## src/rtl/force_release_arbiter_pkg.sv

```systemverilog
// rtl/force_release_arbiter_pkg.sv - shared types and default sizes for the force/release arbiter
package force_arb_pkg;

  localparam int DEF_N_REQ  = 4;
  localparam int DEF_WIDTH  = 4;
  localparam int DEF_HOLD_W = 4;

  typedef enum logic [1:0] {
    IDLE    = 2'd0,
    FORCE   = 2'd1,
    RELEASE = 2'd2
  } farb_state_t;

endpackage

```

## src/rtl/force_release_arbiter_rr.sv

```systemverilog
// rtl/force_release_arbiter_rr.sv - combinational round-robin pick starting at a pointer
module rr_arbiter #(
  parameter int N_REQ = 4,
  parameter int IDX_W = (N_REQ > 1) ? $clog2(N_REQ) : 1
) (
  input  logic [N_REQ-1:0] req_i,
  input  logic [IDX_W-1:0] ptr_i,
  output logic [N_REQ-1:0] gnt_o,
  output logic [IDX_W-1:0] win_o,
  output logic             any_o
);

  int idx;

  // Scan from the farthest slot back to ptr_i so the closest requester wins last.
  always_comb begin
    gnt_o = '0;
    win_o = '0;
    any_o = 1'b0;
    idx   = 0;
    for (int k = N_REQ - 1; k >= 0; k--) begin
      idx = int'(ptr_i) + k;
      if (idx >= N_REQ) idx = idx - N_REQ;
      if (req_i[idx]) begin
        win_o = IDX_W'(idx);
        any_o = 1'b1;
      end
    end
    if (any_o) gnt_o[win_o] = 1'b1;
  end

endmodule

```

## src/rtl/force_release_arbiter.sv

```systemverilog
// rtl/force_release_arbiter.sv - time-limited force of a shared register with round-robin arbitration
module force_release_arbiter
  import force_arb_pkg::*;
#(
  parameter int N_REQ  = DEF_N_REQ,
  parameter int WIDTH  = DEF_WIDTH,
  parameter int HOLD_W = DEF_HOLD_W
) (
  input  logic                      clk,
  input  logic                      rst_n,
  input  logic [N_REQ-1:0]          req,
  input  logic [N_REQ*WIDTH-1:0]    req_val,
  input  logic [N_REQ*HOLD_W-1:0]   req_hold,
  input  logic                      abort,
  input  logic                      func_en,
  input  logic [WIDTH-1:0]          func_d,
  output logic [N_REQ-1:0]          gnt,
  output logic [WIDTH-1:0]          q,
  output logic                      forced,
  output logic                      done
);

  localparam int IDX_W = (N_REQ > 1) ? $clog2(N_REQ) : 1;

  farb_state_t       state_q;
  logic [WIDTH-1:0]  q_reg_q;
  logic [WIDTH-1:0]  fval_q;
  logic [HOLD_W-1:0] cnt_q;
  logic [IDX_W-1:0]  rr_ptr_q;

  logic [N_REQ-1:0]  pick_gnt;
  logic [IDX_W-1:0]  pick_win;
  logic              pick_any;

  rr_arbiter #(
    .N_REQ (N_REQ),
    .IDX_W (IDX_W)
  ) u_rr (
    .req_i (req),
    .ptr_i (rr_ptr_q),
    .gnt_o (pick_gnt),
    .win_o (pick_win),
    .any_o (pick_any)
  );

  always_ff @(posedge clk or negedge rst_n) begin
    if (!rst_n) begin
      state_q  <= IDLE;
      q_reg_q  <= '0;
      fval_q   <= '0;
      cnt_q    <= '0;
      rr_ptr_q <= '0;
    end else begin
      unique case (state_q)
        IDLE: begin
          if (func_en) q_reg_q <= func_d;
          if (pick_any) begin
            fval_q   <= req_val[int'(pick_win)*WIDTH +: WIDTH];
            cnt_q    <= req_hold[int'(pick_win)*HOLD_W +: HOLD_W];
            rr_ptr_q <= (pick_win == IDX_W'(N_REQ - 1)) ? '0 : pick_win + IDX_W'(1);
            state_q  <= FORCE;
          end
        end
        FORCE: begin
          // Zero test comes first so the count can never wrap.
          if (cnt_q == '0 || abort) state_q <= RELEASE;
          else cnt_q <= cnt_q - HOLD_W'(1);
        end
        RELEASE: begin
          q_reg_q <= fval_q;
          state_q <= IDLE;
        end
        default: state_q <= IDLE;
      endcase
    end
  end

  assign gnt    = (state_q == IDLE && rst_n) ? pick_gnt : '0;
  assign forced = (state_q == FORCE);
  assign done   = (state_q == RELEASE);
  assign q      = (state_q == IDLE) ? q_reg_q : fval_q;

endmodule
```

## config.mk

```make
export PLATFORM = sky130hd
export DESIGN_NAME = force_release_arbiter
export DESIGN_NICKNAME = d
export VERILOG_FILES = /design/src/rtl/force_release_arbiter_pkg.sv /design/src/rtl/force_release_arbiter_rr.sv /design/src/rtl/force_release_arbiter.sv
export SDC_FILE = /design/constraint.sdc
export NUM_CORES = 1
export LEC_CHECK = 0
export BUFFER_PORTS_ARGS = -buffer_cell sky130_fd_sc_hd__buf_4
export CORE_MARGIN = 2
export CORE_UTILIZATION = 31
export CTS_CLUSTER_SIZE = 8
export DETAILED_ROUTE_END_ITERATION = 10
export GPL_TIMING_DRIVEN = 0
export HOLD_SLACK_MARGIN = 0.12
export PLACE_DENSITY = 0.55
export SLEW_MARGIN = 25
export SYNTH_ARGS = -nofsm -noshare
export SYNTH_HDL_FRONTEND = slang
export SYNTH_SLANG_ARGS = --single-unit
```

## constraint.sdc

```tcl
create_clock -name clk -period 2.4 [get_ports clk]
set_input_delay 0.48 -clock clk [delete_from_list [all_inputs] [get_ports clk]]
set_output_delay 0.48 -clock clk [all_outputs]
set_load 0.01 [all_outputs]
```

== Word level (Yosys, flattened, before mapping) ==
Index checks and enable logic that the tools add are counted.

* Bits of input ports: 44
* Output and inout port bits: 10
* Register bits after elaboration: 16
* Logic and storage cells: 82

* Add/subtract/negate cells: 9
* Equal/unequal tests: 7
* $lt $le $gt $ge: 10
* Shift operators: 2
* Reductions and logical operators: 11
* Mux-type cells: 38

{| class="wikitable"
|+ Operator list
! operator !! number
|-
| 32-bit by 4-bit less-than comparator with 1-bit output, second input constant || 4
|-
| 32-bit two-way mux || 4
|-
| 32-bit by 4-bit greater-or-equal comparator with 1-bit output, second input constant || 3
|-
| 32-bit by 4-bit subtractor with 32-bit output, second input constant || 3
|-
| 16-bit by 5-bit variable part select with 4-bit output || 2
|-
| 4-bit two-way mux || 6
|-
| 4-bit one-hot mux with 2 select lines || 2
|-
| 2-bit two-way mux || 7
|-
| 1-bit two-way mux || 13
|-
| 1-bit binary-select mux with 2-bit select || 4
|-
| 2-bit by 2-bit adder with 3-bit output, second input constant || 2
|-
| 2-bit inequality test, second input constant || 3
|-
| 2-bit AND reduction || 3
|-
| 2-bit == test, second input constant || 2
|-
| 4-bit zero test || 1
|-
| 2-bit one-hot mux with 2 select lines || 1
|-
| 2-bit nonzero test || 2
|-
| 2-bit by 3-bit subtractor with 4-bit output, second input constant || 1
|-
| 4-bit by 1-bit subtractor with 4-bit output, second input constant || 1
|-
| 2-bit by 1-bit adder with 3-bit output, second input constant || 1
|-
| 2-bit by 3-bit greater-or-equal comparator with 1-bit output, second input constant || 1
|-
| 2-bit by 3-bit less-than comparator with 1-bit output, second input constant || 1
|-
| 3-bit AND reduction || 1
|-
| 2-bit by 1-bit adder with 2-bit output, second input constant || 1
|-
| 7 further kinds || 8
|}

== Logic depth before layout (Yosys ltp) ==
Gate-level depths: netlist of run 1.

* Word-level depth: 16
* Depth in mapped cells: 8
* Gate-level depth less buffers: 8

== Cells and area by module ==
From an unflattened synthesis of run 1, not the netlist that was laid out.

* Cell total of the unflattened synthesis: 127
* Area total of the unflattened synthesis: 1,263.7 um2

{| class="wikitable"
|+ By module, submodules not included
! module !! seq. area each (um2) !! area an instance (um2) !! instances !! cells each
|-
| force_release_arbiter || 400.4 || 1,052.3 || 1 || 94
|-
| rr_arbiter || 0.0 || 211.5 || 1 || 33
|}

== Least setup slack after synthesis of run 1 ==
No wires, ideal clock.

* Path kind: register to output
* Start: register state_q[0]
* End: output gnt[1]
* Arrival time: 1,510 ps
* Slack: 410 ps
* Buffers on the path: 2
* Required time: 1,920 ps
* Stages on the path, launching flop included: 6
* Path through: dfrtp_1 buf_4 nor3_2 clkbuf_1 nand3_1 nor2_1

* Word-level cells in the longest chain between the ends: 3

{| class="wikitable"
|+ Ends and longest elaborated chain
! what !! RTL line !! text
|-
| start, declared || force_release_arbiter.sv:25 || <nowiki>farb_state_t state_q;</nowiki>
|-
| start signal, assigned || force_release_arbiter.sv:48 || <nowiki>state_q <= IDLE;</nowiki>
|-
| start signal, assigned || force_release_arbiter.sv:61 || <nowiki>state_q <= FORCE;</nowiki>
|-
| start signal, assigned || force_release_arbiter.sv:66 || <nowiki>if (cnt_q == '0 || abort) state_q <= RELEASE;</nowiki>
|-
| 2-bit zero test || force_release_arbiter.sv:78 || <nowiki>assign gnt = (state_q == IDLE && rst_n) ? pick_gnt : '0;</nowiki>
|-
| 1-bit logical AND || force_release_arbiter.sv:78 ||
|-
| 4-bit two-way mux || force_release_arbiter.sv:78 ||
|-
| end, declared || force_release_arbiter.sv:17 || <nowiki>output logic [N_REQ-1:0] gnt,</nowiki>
|}

Every way passes these cells.

== Worst setup path after layout of run 1 ==
* Start: register rr_ptr_q[1]
* End: output gnt[0]

* Word-level cells in the longest chain between the ends: 16
* Elaborated cells between the ends (all ways): 42
* Classes of those cells: add/sub (7); order compare (6); mux (28); reduce/logical (1)

{| class="wikitable"
|+ Ends and longest elaborated chain
! what !! RTL line !! text
|-
| start, declared || force_release_arbiter.sv:29 || <nowiki>logic [IDX_W-1:0] rr_ptr_q;</nowiki>
|-
| start signal, assigned || force_release_arbiter.sv:60 || <nowiki>rr_ptr_q <= (pick_win == IDX_W'(N_REQ - 1)) ? '0 : pick_win + IDX_W'(1);</nowiki>
|-
| 2-bit by 2-bit adder with 3-bit output || force_release_arbiter_rr.sv:22 || <nowiki>idx = int'(ptr_i) + k;</nowiki>
|-
| 32-bit by 4-bit subtractor with 32-bit output / 32-bit by 4-bit greater-or-equal comparator with 1-bit output (equally long branches) || force_release_arbiter_rr.sv:23 || <nowiki>if (idx >= N_REQ) idx = idx - N_REQ;</nowiki>
|-
| 32-bit two-way mux || force_release_arbiter_rr.sv:23 ||
|-
| 1-bit binary-select mux with 2-bit select || force_release_arbiter_rr.sv:24 || <nowiki>if (req_i[idx]) begin</nowiki>
|-
| 1-bit two-way mux (implied by the code) (2 in a row) || force_release_arbiter_rr.sv:24 ||
|-
| 2-bit two-way mux (4 in a row) || force_release_arbiter_rr.sv:24 ||
|-
| 2-bit by 3-bit less-than comparator with 1-bit output (implied by the code) / 2-bit by 1-bit greater-or-equal comparator with 1-bit output (equally long branches) || force_release_arbiter_rr.sv:29 || <nowiki>if (any_o) gnt_o[win_o] = 1'b1;</nowiki>
|-
| 1-bit logical AND (implied by the code) || force_release_arbiter_rr.sv:29 ||
|-
| 1-bit two-way mux (implied by the code) || force_release_arbiter_rr.sv:29 ||
|-
| 1-bit demux with 2-bit select || - ||
|-
| 4-bit two-way mux * || force_release_arbiter_rr.sv:29 ||
|-
| 4-bit two-way mux * || force_release_arbiter.sv:78 ||
|}

Every way passes the cells marked *; elsewhere a longest branch is shown, timed or not. The select of a mux whose other input is x is not followed.

==> results of run 1 <==
==> registers in the layout, summed over array words and instances (netlist names) <==
name / cells
fval_q: 4
state_q: 2
q_reg_q: 4
rr_ptr_q: 2
cnt_q: 4
==> cell families (layout without fill, tap and decap cells) <==
family          after synthesis  count (layout)  synth area share, %
compound gates               22              22                 11.7
buf+inv                      14              77                 6.38
fa+ha+maj                     4               4                 4.05
simple gates                 33              33                 17.0
flops                        16              16                 32.4
mux                          34              34                 28.4
==> per-stage QoR <==
stage,setup TNS (ns),utilization [%],instances,worst slack (ns)
after floorplan,0,-,123,0.410
after global placement,0,45.3,224,0.000131
after detailed placement,-0.0756,45.3,224,-0.0744
after CTS,0,47.7,231,0.0198
after global routing,0,48.2,234,0.0125
final,0,48.2,234,0.129
==> per-layer routing <==
| metal | track usage, % | wire length, um |
|---|---|---|
| met5 | 0 | 0 |
| met4 | 3.57 | 54 |
| met3 | 3.33 | 118 |
| met2 | 29.1 | 1690 |
| met1 | 18.3 | 1400 |
==> cells in the mapped netlist (2+ instances only) <==
master,count
sky130_fd_sc_hd__and3b_1,4
sky130_fd_sc_hd__ha_1,4
sky130_fd_sc_hd__clkbuf_1,2
sky130_fd_sc_hd__a221o_1,3
sky130_fd_sc_hd__nand2_1,5
sky130_fd_sc_hd__nor2_1,7
sky130_fd_sc_hd__dfrtp_1,16
sky130_fd_sc_hd__o21ai_0,4
sky130_fd_sc_hd__nor3b_1,3
sky130_fd_sc_hd__and3_1,3
sky130_fd_sc_hd__inv_2,2
sky130_fd_sc_hd__mux2i_1,25
sky130_fd_sc_hd__o21ai_1,3
sky130_fd_sc_hd__buf_4,2
sky130_fd_sc_hd__a21oi_1,9
sky130_fd_sc_hd__mux2_2,8
sky130_fd_sc_hd__nand3_1,2
sky130_fd_sc_hd__inv_1,6
==> what timing repair did <==
action | CTS | global route
pin swaps | 1 | 1
hold buffers | 1 | 0
gates resized for setup | 3 | 0
hold endpoints to repair | 16 | 0
buffers inserted | 2 | 4
setup endpoints to repair | 4 | 4
==> power by group <==
group	switching [mW]	internal (mW)	leakage [nW]
logic	0.587	0.683	0.714
registers	0.106	0.411	0.192
clock network	0.0978	0.146	0.0288
total	0.791	1.24	0.934
==> worst max-delay path by stage <==
stage / from / to / slack, ns
3_5_place_dp: req[2] / gnt[1] / -0.07
5_1_grt: rr_ptr_q[1]$_DFFE_PN0P_ / gnt[0] / 0.01
2_1_floorplan: state_q[0]$_DFFE_PN0P_ / gnt[1] / 0.41
3_3_place_gp: req[2] / gnt[1] / 0.0001
4_1_cts: state_q[0]$_DFFE_PN0P_ / gnt[1] / 0.02
6_report: rr_ptr_q[1]$_DFFE_PN0P_ / gnt[0] / 0.13
==> worst max-delay path, stage by stage (launching register included) <==
cell and delay (ns):
sky130_fd_sc_hd__dfrtp_1 0.43, sky130_fd_sc_hd__mux2i_1 0.17, sky130_fd_sc_hd__a211oi_4 0.27, sky130_fd_sc_hd__buf_8 0.15, sky130_fd_sc_hd__inv_2 0.04, sky130_fd_sc_hd__ha_1 0.18, sky130_fd_sc_hd__and3_1 0.16, sky130_fd_sc_hd__buf_4 0.14
==> final cells by class <==
class / instances / share of cell area, %
multi-input combinational: 93 / 42.3
timing repair buffer: 60 / 25.1
sequential: 16 / 22.2
tap: 48 / 3.33
clock buffer: 4 / 3.05
buffer: 5 / 2.36
inverter: 8 / 1.66
==> PnR_summary.wiki, run 1 <==
{| class="wikitable"
! Metric !! Value
|-
| Result of the run || completed
|-
| Maximum clock rate || 0.440 GHz
|-
| Highest ir drop seen on vdd || approximately 0.55 mV
|-
| Count of unique library cells instantiated by Yosys || 33
|-
| Cell accounting for the most synthesized area || sky130_fd_sc_hd__dfrtp_1
|-
| Instance count along the most critical hold path || 3
|-
| Initial antenna violation count || 0
|-
| Max cap viols || 0
|-
| Vias in the first global route || ~1200
|-
| Number of warning messages in the yosys log || 0
|-
| Post-DP Area || around 1700 um2
|-
| Endpoint type of the worst setup path || primary output
|-
| Routed vias/inst || between 4 and 5
|-
| Post-route fraction of the period consumed by the critical path || 94.6%
|-
| Top-area cell type share of the netlist area || 32.4%
|-
| H-tree depth || 1
|-
| Clock transition at the registers of the reported paths || around 0.070 ns
|-
| Count of flip-flops with a built-in enable after synthesis || 0
|-
| CP Launch Type || flop
|-
| Cell count of the worst reg-to-reg path || 8
|-
| Cell types occupying the most area after synthesis || sky130_fd_sc_hd__dfrtp_1 32%, sky130_fd_sc_hd__mux2i_1 20%, sky130_fd_sc_hd__mux2_2 7.3%, sky130_fd_sc_hd__ha_1 4.0%, sky130_fd_sc_hd__a21oi_1 3.6%
|-
| Unrepaired setup endpoints after global routing || no
|-
| Final Hold Viols || 0
|-
| ANT cells || 0
|-
| Setup slack of the most critical reg-to-reg path || 0.40 ns
|-
| FILL cells || about 380
|-
| Setup CP Type || flop to primary output
|-
| Clock latency on the worst-skew pair || 0.25 ns
|-
| Total power after layout || approximately 2.0 mW
|-
| GRT Overall Usage || approximately 16%
|-
| Crit path max fanout || 6
|-
| Maximum number of pins on one net before global-route repair || 21
|-
| Worst hold-check path type || input pin to flop
|-
| Startpoint of the worst hold path || abort
|-
| Cts bufs inserted || 3
|-
| Net total in the final layout || 235
|-
| Antenna violation net count after detailed routing || 0
|-
| Count of endpoints failing setup in the final report || 0
|-
| Capture endpoint of the worst hold path || state_q[1]$_DFFE_PN0P_
|-
| Average wire per cell in the routed design || 14.0 um
|-
| Post-detail-place hpwl || 2590 um
|-
| Share of flip-flops with an asynchronous set or reset after synthesis || 100%
|-
| Post-synthesis instance area || 1240 um2
|-
| Residual DRC count || 0
|-
| Max Root-Sink Buffers || 2
|-
| Register cell area after layout || 400 um2
|-
| Clock tree from TritonCTS || built
|-
| Cell area power density || about 1100 nW/um2
|-
| Critical path data arrival time || 1.79 ns
|-
| Overflow after GRT || 0
|-
| I/O Buffers || 53
|-
| I/O pin total || 54
|-
| Routed via count || 1159
|-
| Average cell area after synthesis || 10.1 um2
|-
| Transition at the pin with the smallest max-transition slack || 0.545 ns
|-
| Cell area after layout || approximately 1800 um2
|-
| Synthesized netlist net count || 171
|-
| Startpoint of the worst-slack reg-to-reg timing path || rr_ptr_q[1]$_DFFE_PN0P_
|-
| Layout Area Growth over Synthesis || 46.0%
|-
| Proportion of layout cells with a drive suffix above 1 || 44.1%
|-
| Global-route wire length before repair || 5310 um
|-
| Std cell rows || 22
|-
| Final min period || 2.27 ns
|-
| Required @ worst endpoint || 1.92 ns
|-
| Leading cell type in the layout, fill and taps excluded || sky130_fd_sc_hd__buf_4
|-
| Number of max-slew violations in the final report || 0
|-
| Count of routing violations after the opening detailed-route iteration || 33
|-
| Final Wtd Congestion || 0.724
|-
| Sequential area share after synthesis || 32.4%
|-
| Detailed-router iteration count before antenna repair || 4
|-
| Worst flop-to-flop path endpoint || cnt_q[3]$_DFFE_PN0P_
|-
| Multi-input logic area || ~760 um2
|-
| Routed wire length || 3270 um
|-
| LEAKAGE || 0.934 nW
|-
| Overall die height || 67.2 um
|-
| Core region area || 3740 um2
|-
| Post-synthesis instance total || 123
|-
| Number of sinks on the clock net || 16
|-
| Most frequent cells in the layout || 60 x sky130_fd_sc_hd__buf_4, 25 x sky130_fd_sc_hd__mux2i_1, 16 x sky130_fd_sc_hd__dfrtp_1
|-
| Leading register cell type out of synthesis || sky130_fd_sc_hd__dfrtp_1
|-
| Effective utilization at floorplan || 33.0%
|-
| Die area || 4510 um2
|-
| Floorplan die width || around 67 um
|-
| Worst max-slew margin expressed relative to the limit || 63.4%
|-
| Synth Register Bits || 16
|-
| Setup clock skew after layout || about 0.0037 ns
|-
| Clock tree root buffer cell || sky130_fd_sc_hd__clkbuf_8
|-
| Worst slack on hold paths || 0.463 ns
|}
Note: power is estimated with default switching activity, not from simulation.
==> inputs of run 2 (changes only) <==
- SYNTH_HIERARCHICAL: unset -> 1
==> run 2 against run 1 <==
  * Combinational power shrank 6%
  * Die area grew 2.1%
  * Global-route usage shrank 0.18 points
  * Cell count shrank 0.85%
  * Maximum frequency grew 1.9%
  * Clock power shrank 3%
  * Total power shrank 3.8%
  * Sequential share of layout area grew 0.44 points
==> PnR_summary.wiki, run 2 <==
{| class="wikitable"
! Metric !! Value
|-
| Result of the run || completed
|-
| Count of routing violations after the opening detailed-route iteration || 56 (+70%)
|-
| Effective utilization at floorplan || 31.8% (-1.2 points)
|-
| Core region area || 3970 um2 (+6.1%)
|-
| Share of flip-flops with an asynchronous set or reset after synthesis || 100% (unchanged)
|-
| Number of warning messages in the yosys log || 6 (+6)
|-
| Number of sinks on the clock net || 16 (unchanged)
|-
| Worst hold-check path type || flop to flop
|-
| Instance count along the most critical hold path || 2 (-1)
|-
| Post-route fraction of the period consumed by the critical path || 92.8% (-1.8 points)
|-
| Setup TNS || 0 ns (unchanged)
|-
| Highest-delay cell along the critical path || sky130_fd_sc_hd__mux4_2
|-
| H-tree depth || 1 (unchanged)
|-
| Final Hold Viols || 0 (unchanged)
|-
| Initial antenna violation count || 0 (unchanged)
|-
| Startpoint of the worst hold path || q_reg_q[2]$_DFFE_PN0P_
|-
| CP Launch Type || flop
|-
| Worst flop-to-flop path endpoint || cnt_q[1]$_DFFE_PN0P_
|-
| Residual DRC count || 0 (unchanged)
|-
| Count of unique library cells instantiated by Yosys || 40 (+21%)
|-
| FILL cells || 404 (+6.6%)
|-
| Cell area power density || 1100 nW/um2 (-1.9%)
|-
| Maximum number of pins on one net before global-route repair || 21 (unchanged)
|-
| Cell types occupying the most area after synthesis || sky130_fd_sc_hd__dfrtp_1 32%, sky130_fd_sc_hd__mux4_2 12%, sky130_fd_sc_hd__mux2_2 8.9%, sky130_fd_sc_hd__a21oi_1 4.4%, sky130_fd_sc_hd__and3b_1 2.8%
|-
| Required @ worst endpoint || 2.51 ns (+0.59 ns)
|-
| Capture endpoint of the worst hold path || q_reg_q[2]$_DFFE_PN0P_
|-
| Global-route wire length before repair || 5390 um (+1.4%)
|-
| Routed via count || 1191 (+2.8%)
|-
| Max Root-Sink Buffers || 2 (unchanged)
|-
| Clock tree root buffer cell || sky130_fd_sc_hd__clkbuf_8
|-
| Average wire per cell in the routed design || 14.0 um (+0.40%)
|-
| Setup slack of the most critical reg-to-reg path || 0.17 ns (-0.23 ns)
|-
| Transition at the pin with the smallest max-transition slack || 0.527 ns (-0.0176 ns)
|-
| Die area || 4600 um2 (+2.1%)
|-
| Post-synthesis instance total || 127 (+3.3%)
|-
| Crit path max fanout || 10 (+4)
|-
| Highest ir drop seen on vdd || 0.354 mV (-36%)
|-
| Synthesized netlist net count || 173 (+1.2%)
|-
| Synth Register Bits || 16 (unchanged)
|-
| Post-synthesis instance area || 1260 um2 (+2.2%)
|-
| Final Wtd Congestion || 0.730 (+0.86%)
|-
| Overall die height || 67.8 um (+1.0%)
|-
| Unrepaired setup endpoints after global routing || no
|-
| Endpoint type of the worst setup path || flop
|-
| Routed vias/inst || 5.13 (+3.6%)
|-
| Regs by FF count || cnt_q x4, fval_q x4, q_reg_q x4
|-
| Count of flip-flops with a built-in enable after synthesis || 0 (unchanged)
|-
| I/O pin total || 54 (unchanged)
|-
| List of most frequent post-synthesis cells || 16 x sky130_fd_sc_hd__dfrtp_1, 11 x sky130_fd_sc_hd__a21oi_1, 10 x sky130_fd_sc_hd__mux2_2
|-
| Routed wire length || 3250 um (-0.46%)
|-
| Net total in the final layout || 229 (-2.6%)
|-
| Clock tree from TritonCTS || built
|-
| Floorplan die width || 67.8 um (+1.0%)
|-
| Leading cell type in the layout, fill and taps excluded || sky130_fd_sc_hd__buf_4
|-
| Worst max-slew margin expressed relative to the limit || 64.7% (+1.4 points)
|-
| Proportion of layout cells with a drive suffix above 1 || 46.2% (+2.1 points)
|-
| Crit path top cell by count || sky130_fd_sc_hd__a21oi_1
|-
| Count of buffers added by post-CTS timing repair for setup || 0 (-2)
|-
| CP Cell Sequence || buf_6 > a21boi_0 > o22ai_1 > a31oi_1 > buf_4 > mux4_2 > a21oi_1 > a21oi_1
|-
| Sequential area share after synthesis || 31.7% (-0.71 points)
|-
| Average cell area after synthesis || 9.95 um2 (-0.99%)
|-
| Layout Area Growth over Synthesis || 40.0%
|-
| Cell accounting for the most synthesized area || sky130_fd_sc_hd__dfrtp_1
|-
| Leading register cell type out of synthesis || sky130_fd_sc_hd__dfrtp_1
|-
| Clock latency on the worst-skew pair || 0.25 ns (about the same)
|-
| Buffer and inverter count on the worst path || 2 (-1)
|-
| Maximum clock rate || 0.449 GHz (+1.9%)
|-
| Largest stage delay on the critical path || 0.53 ns (+0.10 ns)
|-
| Top-area cell type share of the netlist area || 31.7% (-0.71 points)
|-
| I/O Buffers || 50 (-5.7%)
|-
| Startpoint of the worst-slack reg-to-reg timing path || rr_ptr_q[1]$_DFFE_PN0P_
|-
| Overflow after GRT || 0 (unchanged)
|-
| GRT Overall Usage || 15.5% (-0.18 points)
|-
| Detailed-router iteration count before antenna repair || 4 (unchanged)
|-
| Number of max-slew violations in the final report || 0 (unchanged)
|-
| Post-detail-place hpwl || 2570 um (-0.77%)
|-
| Max cap viols || 0 (unchanged)
|-
| Critical path data arrival time || 2.34 ns (+0.55 ns)
|-
| Count of endpoints failing setup in the final report || 0 (unchanged)
|-
| Antenna violation net count after detailed routing || 0 (unchanged)
|-
| LEAKAGE || 0.840 nW (-10%)
|-
| Cts bufs inserted || 3 (unchanged)
|-
| Most frequent cells in the layout || 54 x sky130_fd_sc_hd__buf_4, 16 x sky130_fd_sc_hd__dfrtp_1, 11 x sky130_fd_sc_hd__a21oi_1
|-
| Setup clock skew after layout || 0.00168 ns (-0.00204 ns)
|-
| Cell count of the worst reg-to-reg path || 8 (unchanged)
|-
| ANT cells || 0 (unchanged)
|-
| Worst slack on hold paths || 0.483 ns (+0.0194 ns)
|-
| Cell with the most instances after synthesis || sky130_fd_sc_hd__dfrtp_1
|-
| Setup CP Type || flop to flop
|-
| Vias in the first global route || 1160 (-6.0%)
|-
| Final min period || 2.23 ns (-0.0434 ns)
|-
| Std cell rows || 23 (+4.5%)
|-
| Delay-heaviest family, CP || compound AO/OA/AOI/OAI gates
|-
| Clock transition at the registers of the reported paths || 0.06 ns (about the same)
|}
[run 2: cell types whose count changed after synthesis, moves of 2 or more]
cell / change
sky130_fd_sc_hd__nor2_1: +2
sky130_fd_sc_hd__mux2_2: +2
sky130_fd_sc_hd__mux2i_1: -23
sky130_fd_sc_hd__a221o_1: -3
sky130_fd_sc_hd__a21oi_1: +2
sky130_fd_sc_hd__nor3b_1: -2
sky130_fd_sc_hd__ha_1: -2
sky130_fd_sc_hd__a21boi_0: +2
sky130_fd_sc_hd__o221a_2: +2
sky130_fd_sc_hd__nand2_1: +4
sky130_fd_sc_hd__o21ai_0: +2
sky130_fd_sc_hd__buf_6: +2
sky130_fd_sc_hd__a22o_1: +2
sky130_fd_sc_hd__mux4_2: +7
[run 2: tightest hold or removal path: cells and delay by family (launching register included)]
kind             cells  cell delay, ns
flip-flops           1            0.34
AO/OA/AOI/OAI        1            0.06
AND/OR/NAND/NOR      1            0.04
[run 2: logic make-up after synthesis]
family                   synth area share (%)
AND/OR/NAND/NOR                          15.9
AO/OA/AOI/OAI                            19.6
multiplexers                             23.0
buffers and inverters                    7.82
flip-flops                               31.7
adder cells (fa/ha/maj)                  1.98
[run 2: worst max path at each step]
stage	startpoint	endpoint	slack, ns	depth (start not counted)
final	rr_ptr_q[1]$_DFFE_PN0P_	cnt_q[1]$_DFFE_PN0P_	0.17	8
after global routing	rr_ptr_q[1]$_DFFE_PN0P_	fval_q[3]$_DFFE_PN0P_	0.02	7
after CTS	rr_ptr_q[1]$_DFFE_PN0P_	fval_q[3]$_DFFE_PN0P_	0.06	7
after detailed placement	req[0]	fval_q[3]$_DFFE_PN0P_	-0.04	7
after global placement	req[0]	fval_q[3]$_DFFE_PN0P_	-0.009	7
after floorplan	req[0]	fval_q[0]$_DFFE_PN0P_	0.17	7
[run 2: area by class of cell]
cell class / instances / area (um2) / area share [%]
Buffer: 9 / 71.3 / 4.03
Clock buffer: 4 / 55.1 / 3.11
Inverter: 8 / 30.0 / 1.70
Multi-Input combinational cell: 94 / 764 / 43.2
Sequential cell: 16 / 400 / 22.6
Tap cell: 50 / 62.6 / 3.54
Timing Repair Buffer: 51 / 385 / 21.8
[run 2: routing by layer]
layer / part of all wire, % / wire [um] / track usage [%]
met4: 0 / 0 / 1.50
met5: 0 / 0 / 0
met2: 52 / 1690 / 28.3
met3: 7.0 / 226 / 3.95
met1: 41 / 1330 / 19.0
[run 2: report_power, final]
| part | internal (mW) | switching, mW |
|---|---|---|
| registers | 0.411 | 0.115 |
| logic | 0.635 | 0.557 |
| clock network | 0.145 | 0.0920 |
| total | 1.19 | 0.763 |
[run 2: through the flow]
step	instances	instance area (um2)	total power [mW]	setup slack, ns	util [%]
after floorplan	127	1260	1.36	0.172	-
after global placement	227	1700	1.68	-0.00941	42.8
after global routing	232	1770	2.13	0.0198	44.5
after CTS	232	1770	1.97	0.0591	44.5
after detailed placement	227	1700	1.72	-0.0360	42.8
final	232	1770	1.95	0.173	44.5
[run 2: what timing repair did]
| action | 4_1_cts | 5_1_grt |
|---|---|---|
| hold endpoints to repair | 16 | 0 |
| setup endpoints to repair | 0 | 8 |
| hold buffers | 1 | 0 |
| resized for setup | 0 | 2 |
==> inputs of run 3 (changes only) <==
- ABC_AREA: unset -> 1
- PLACE_DENSITY: 0.55 -> 0.54
==> run 3 against run 2 <==
  * Sequential cell count did not move
  * Die area rose by 11%
  * Register-to-register slack barely moved
  * Sequential share of layout area fell by 2.4 points
  * Cell area rose by 12%
  * Highest routed layer is now met4
  * Critical path depth rose by 5
  * Synthesized cell count rose by 89%
  * Clock skew rose by 0.0034 ns
  * Total power rose by 57%
==> PnR_summary.wiki, run 3 <==
{| class="wikitable"
! Metric !! Value
|-
| Antenna violation net count after detailed routing || 0 (unchanged)
|-
| Vias in the first global route || 1579 (+36%)
|-
| Overall die height || 71.6 um (+5.5%)
|-
| Max cap viols || 0 (unchanged)
|-
| List of most frequent post-synthesis cells || 76 x sky130_fd_sc_hd__nand2_1, 37 x sky130_fd_sc_hd__inv_1, 31 x sky130_fd_sc_hd__nor2_1
|-
| Arithmetic-cell share of the synthesized area counting full adders, half adders and majority gates || 1.77% (-0.21 points)
|-
| Transition at the pin with the smallest max-transition slack || 0.258 ns (-0.269 ns)
|-
| Clock transition at the registers of the reported paths || 0.07 ns (about the same)
|-
| Final Hold Viols || 0 (unchanged)
|-
| Routed wire length || 3730 um (+15%)
|-
| Maximum number of pins on one net before global-route repair || 18 (-14%)
|-
| Share of synthesized cell area in and, or, nand and nor gates || 43.9% (+28 points)
|-
| Global-route wire length before repair || 6600 um (+23%)
|-
| Compound-gate portion of the synthesized area || 11.6% (-8.0 points)
|-
| Top layer in use || met4
|-
| Overflow after GRT || 0 (unchanged)
|-
| Wire length on met3 || 150 um (-34%)
|-
| Most frequent cells in the layout || 73 x sky130_fd_sc_hd__nand2_1, 57 x sky130_fd_sc_hd__buf_4, 37 x sky130_fd_sc_hd__inv_1
|-
| Routed via count || 1601 (+34%)
|-
| Cell area after layout || 1990 um2 (+12%)
|-
| Result of the run || completed
|-
| Cts bufs inserted || 3 (unchanged)
|-
| Die area || 5120 um2 (+11%)
|-
| Top-area cell type share of the netlist area || 28.3% (-3.4 points)
|-
| GRT Overall Usage || 15.9% (+0.39 points)
|-
| Average cell area after synthesis || 5.90 um2 (-41%)
|-
| Unrepaired setup endpoints after global routing || yes
|-
| H-tree depth || 1 (unchanged)
|-
| Crit path max fanout || 6 (-4)
|-
| Synthesized netlist net count || 286 (+65%)
|-
| Largest stage delay on the critical path || 0.45 ns (-0.08 ns)
|-
| Share of flip-flops with an asynchronous set or reset after synthesis || 100% (unchanged)
|-
| Maximum clock rate || 0.439 GHz (-2.2%)
|-
| Floorplan die width || 71.6 um (+5.5%)
|-
| Multi-input logic area || 848 um2 (+11%)
|-
| LEAKAGE || 1.13 nW (+34%)
|-
| Worst hold-check path type || input pin to flop
|-
| Final min period || 2.28 ns (+0.0490 ns)
|-
| Post-DP Area || 1880 um2 (+10%)
|-
| Count of flip-flops with a built-in enable after synthesis || 0 (unchanged)
|-
| Required @ worst endpoint || 1.92 ns (-0.59 ns)
|-
| Post-Route Utilization || 45.4% (+0.83 points)
|-
| Critical path data arrival time || 1.80 ns (-0.54 ns)
|-
| Cell area power density || 1540 nW/um2 (+39%)
|-
| Worst slack on hold paths || 0.485 ns (+0.00193 ns)
|-
| Count of endpoints failing setup in the final report || 0 (unchanged)
|-
| Clock latency on the worst-skew pair || 0.25 ns (about the same)
|-
| Xor/xnor cell area share of the yosys netlist || 0.619% (+0.62 points)
|-
| Cell types occupying the most area after synthesis || sky130_fd_sc_hd__dfrtp_1 28%, sky130_fd_sc_hd__nand2_1 20%, sky130_fd_sc_hd__nand3_1 10%, sky130_fd_sc_hd__inv_1 9.8%, sky130_fd_sc_hd__nor2_1 8.2%
|-
| Register cell area after layout || 402 um2 (+0.31%)
|-
| Core region area || 4380 um2 (+10%)
|-
| Regs by FF count || cnt_q x4, fval_q x4, q_reg_q x4
|-
| Cell accounting for the most synthesized area || sky130_fd_sc_hd__dfrtp_1
|-
| Post-synthesis instance total || 240 (+89%)
|-
| Routed vias/inst || 4.55 (-11%)
|-
| Worst max-slew margin expressed relative to the limit || 82.8% (+18 points)
|-
| Leading cell type in the layout, fill and taps excluded || sky130_fd_sc_hd__nand2_1
|-
| CP Launch Type || flop
|-
| Setup clock skew after layout || 0.00507 ns (+0.00338 ns)
|-
| Std cell rows || 24 (+4.3%)
|-
| Count of unique library cells instantiated by Yosys || 20 (-50%)
|-
| Number of max-slew violations in the final report || 0 (unchanged)
|-
| Clock tree from TritonCTS || built
|-
| Effective utilization at floorplan || 32.3% (+0.46 points)
|-
| Detailed-router iteration count before antenna repair || 4 (unchanged)
|-
| FILL cells || 465 (+15%)
|-
| Post-synthesis mux area share || 0% (-23 points)
|-
| Count of routing violations after the opening detailed-route iteration || 45 (-20%)
|-
| Post-synthesis instance area || 1420 um2 (+12%)
|-
| Average wire per cell in the routed design || 10.6 um (-24%)
|-
| ANT cells || 0 (unchanged)
|-
| Residual DRC count || 0 (unchanged)
|-
| CP Cell Sequence || buf_4 > nand2_1 > nand3_2 > nand2_2 > nand3_2 > nand2_1 > nand2_2 > nand2_2 > nand2_1 > inv_1 > inv_1 > nor2_1 > buf_4
|-
| Net total in the final layout || 347 (+52%)
|-
| Sequential area share after synthesis || 28.3% (-3.4 points)
|-
| Number of sinks on the clock net || 16 (unchanged)
|-
| Met2 WL || 1890 um (+11%)
|-
| Routed metal-1 wirelength || 1660 um (+25%)
|-
| Leading register cell type out of synthesis || sky130_fd_sc_hd__dfrtp_1
|-
| Highest-delay cell along the critical path || sky130_fd_sc_hd__dfrtp_2
|-
| Cell with the most instances after synthesis || sky130_fd_sc_hd__nand2_1
|-
| Proportion of layout cells with a drive suffix above 1 || 28.7% (-17 points)
|-
| Number of warning messages in the yosys log || 6 (unchanged)
|-
| Endpoint type of the worst setup path || primary output
|-
| Synth Register Bits || 16 (unchanged)
|-
| Initial antenna violation count || 0 (unchanged)
|-
| Dominant combinational cell family by area after synthesis || simple AND/OR/NAND/NOR gates
|-
| Layout Area Growth over Synthesis || 40.6%
|-
| Final Wtd Congestion || 0.786 (+7.7%)
|-
| Post-route fraction of the period consumed by the critical path || 94.8% (+2.0 points)
|-
| I/O pin total || 54 (unchanged)
|-
| Setup CP Type || flop to primary output
|-
| I/O Buffers || 53 (+6.0%)
|-
| Highest ir drop seen on vdd || 0.571 mV (+61%)
|-
| Max Root-Sink Buffers || 2 (unchanged)
|-
| Clock tree root buffer cell || sky130_fd_sc_hd__clkbuf_8
|-
| Post-detail-place hpwl || 2980 um (+16%)
|}
[run 3: cell types whose count changed after synthesis, moves of 5 or more]
cell | before | now
sky130_fd_sc_hd__o21ai_1 | 3 | 8
sky130_fd_sc_hd__nand2_1 | 9 | 76
sky130_fd_sc_hd__o21ai_0 | 6 | 19
sky130_fd_sc_hd__inv_1 | 7 | 37
sky130_fd_sc_hd__mux4_2 | 7 | 0
sky130_fd_sc_hd__nor2_1 | 9 | 31
sky130_fd_sc_hd__a21oi_1 | 11 | 2
sky130_fd_sc_hd__nand3_1 | 3 | 29
sky130_fd_sc_hd__mux2_2 | 10 | 0
[run 3: final cells by class]
type	instances	share of cell area (%)
tap	52	3.27
sequential	16	20.2
timing repair buffer	56	21.3
multi-input combinational	178	42.6
buffer	5	2.14
clock buffer	4	2.77
inverter	41	7.74
[run 3: report_power, final]
part,leakage [nW],switching [mW],internal (mW),total (mW)
logic,0.902,1.37,0.907,2.28
clock network,0.0288,0.0920,0.145,0.237
registers,0.195,0.124,0.419,0.543
[run 3: per-stage QoR]
| stage | cells | setup TNS, ns | setup slack [ns] | power, mW |
|---|---|---|---|---|
| global placement | 345 | 0 | 0.245 | 2.72 |
| global route | 352 | -0.0590 | -0.0356 | 3.46 |
| detailed placement | 345 | 0 | 0.239 | 2.74 |
| floorplan | 240 | 0 | 0.547 | 2.15 |
| finish | 352 | 0 | 0.124 | 3.06 |
| CTS | 350 | 0 | 0.0606 | 2.99 |
[run 3: worst max-delay path, delay by kind of cell (launching register included)]
kind / cells / cell delay [ns]
flip-flops: 1 / 0.45
buffers and inverters: 4 / 0.37
AND/OR/NAND/NOR: 9 / 0.70
[run 3: layer usage]
layer / vias up / global-route usage, %
li1: 862 / -
met1: 702 / 19.5
met2: 31 / 29.0
met3: 6 / 3.23
met4: 0 / 2.52
met5: - / 0
[run 3: cell families (layout without fill, tap and decap cells)]
group | after synthesis | after routing
DFF | 16 | 16
buffers and inverters | 46 | 106
and+or+nand+nor | 144 | 144
xor gates and xnor gates | 1 | 1
AOI/OAI and AO/OA | 31 | 31
adders and majority gates | 2 | 2
[run 3: worst paths after layout]
check	slack, ns	start	cells past startpoint	end
max in group asynchronous	1.56	rst_n	2	rr_ptr_q[0]$_DFFE_PN0P_
min in group asynchronous	0.63	rst_n	2	q_reg_q[2]$_DFFE_PN0P_
max reg2reg	0.18	rr_ptr_q[0]$_DFFE_PN0P_	16	cnt_q[2]$_DFFE_PN0P_
min reg2reg	0.52	cnt_q[0]$_DFFE_PN0P_	2	cnt_q[0]$_DFFE_PN0P_
min	0.48	func_d[2]	3	q_reg_q[2]$_DFFE_PN0P_
max	0.12	rr_ptr_q[0]$_DFFE_PN0P_	13	gnt[1]
[run 3: timing repair]
action / 4_1_cts / 5_1_grt
hold buffers: 1 / 0
hold endpoints to repair: 16 / 0
setup buffers: 0 / 1
resized for setup: 0 / 10
endpoints found under the setup margin: 0 / 4
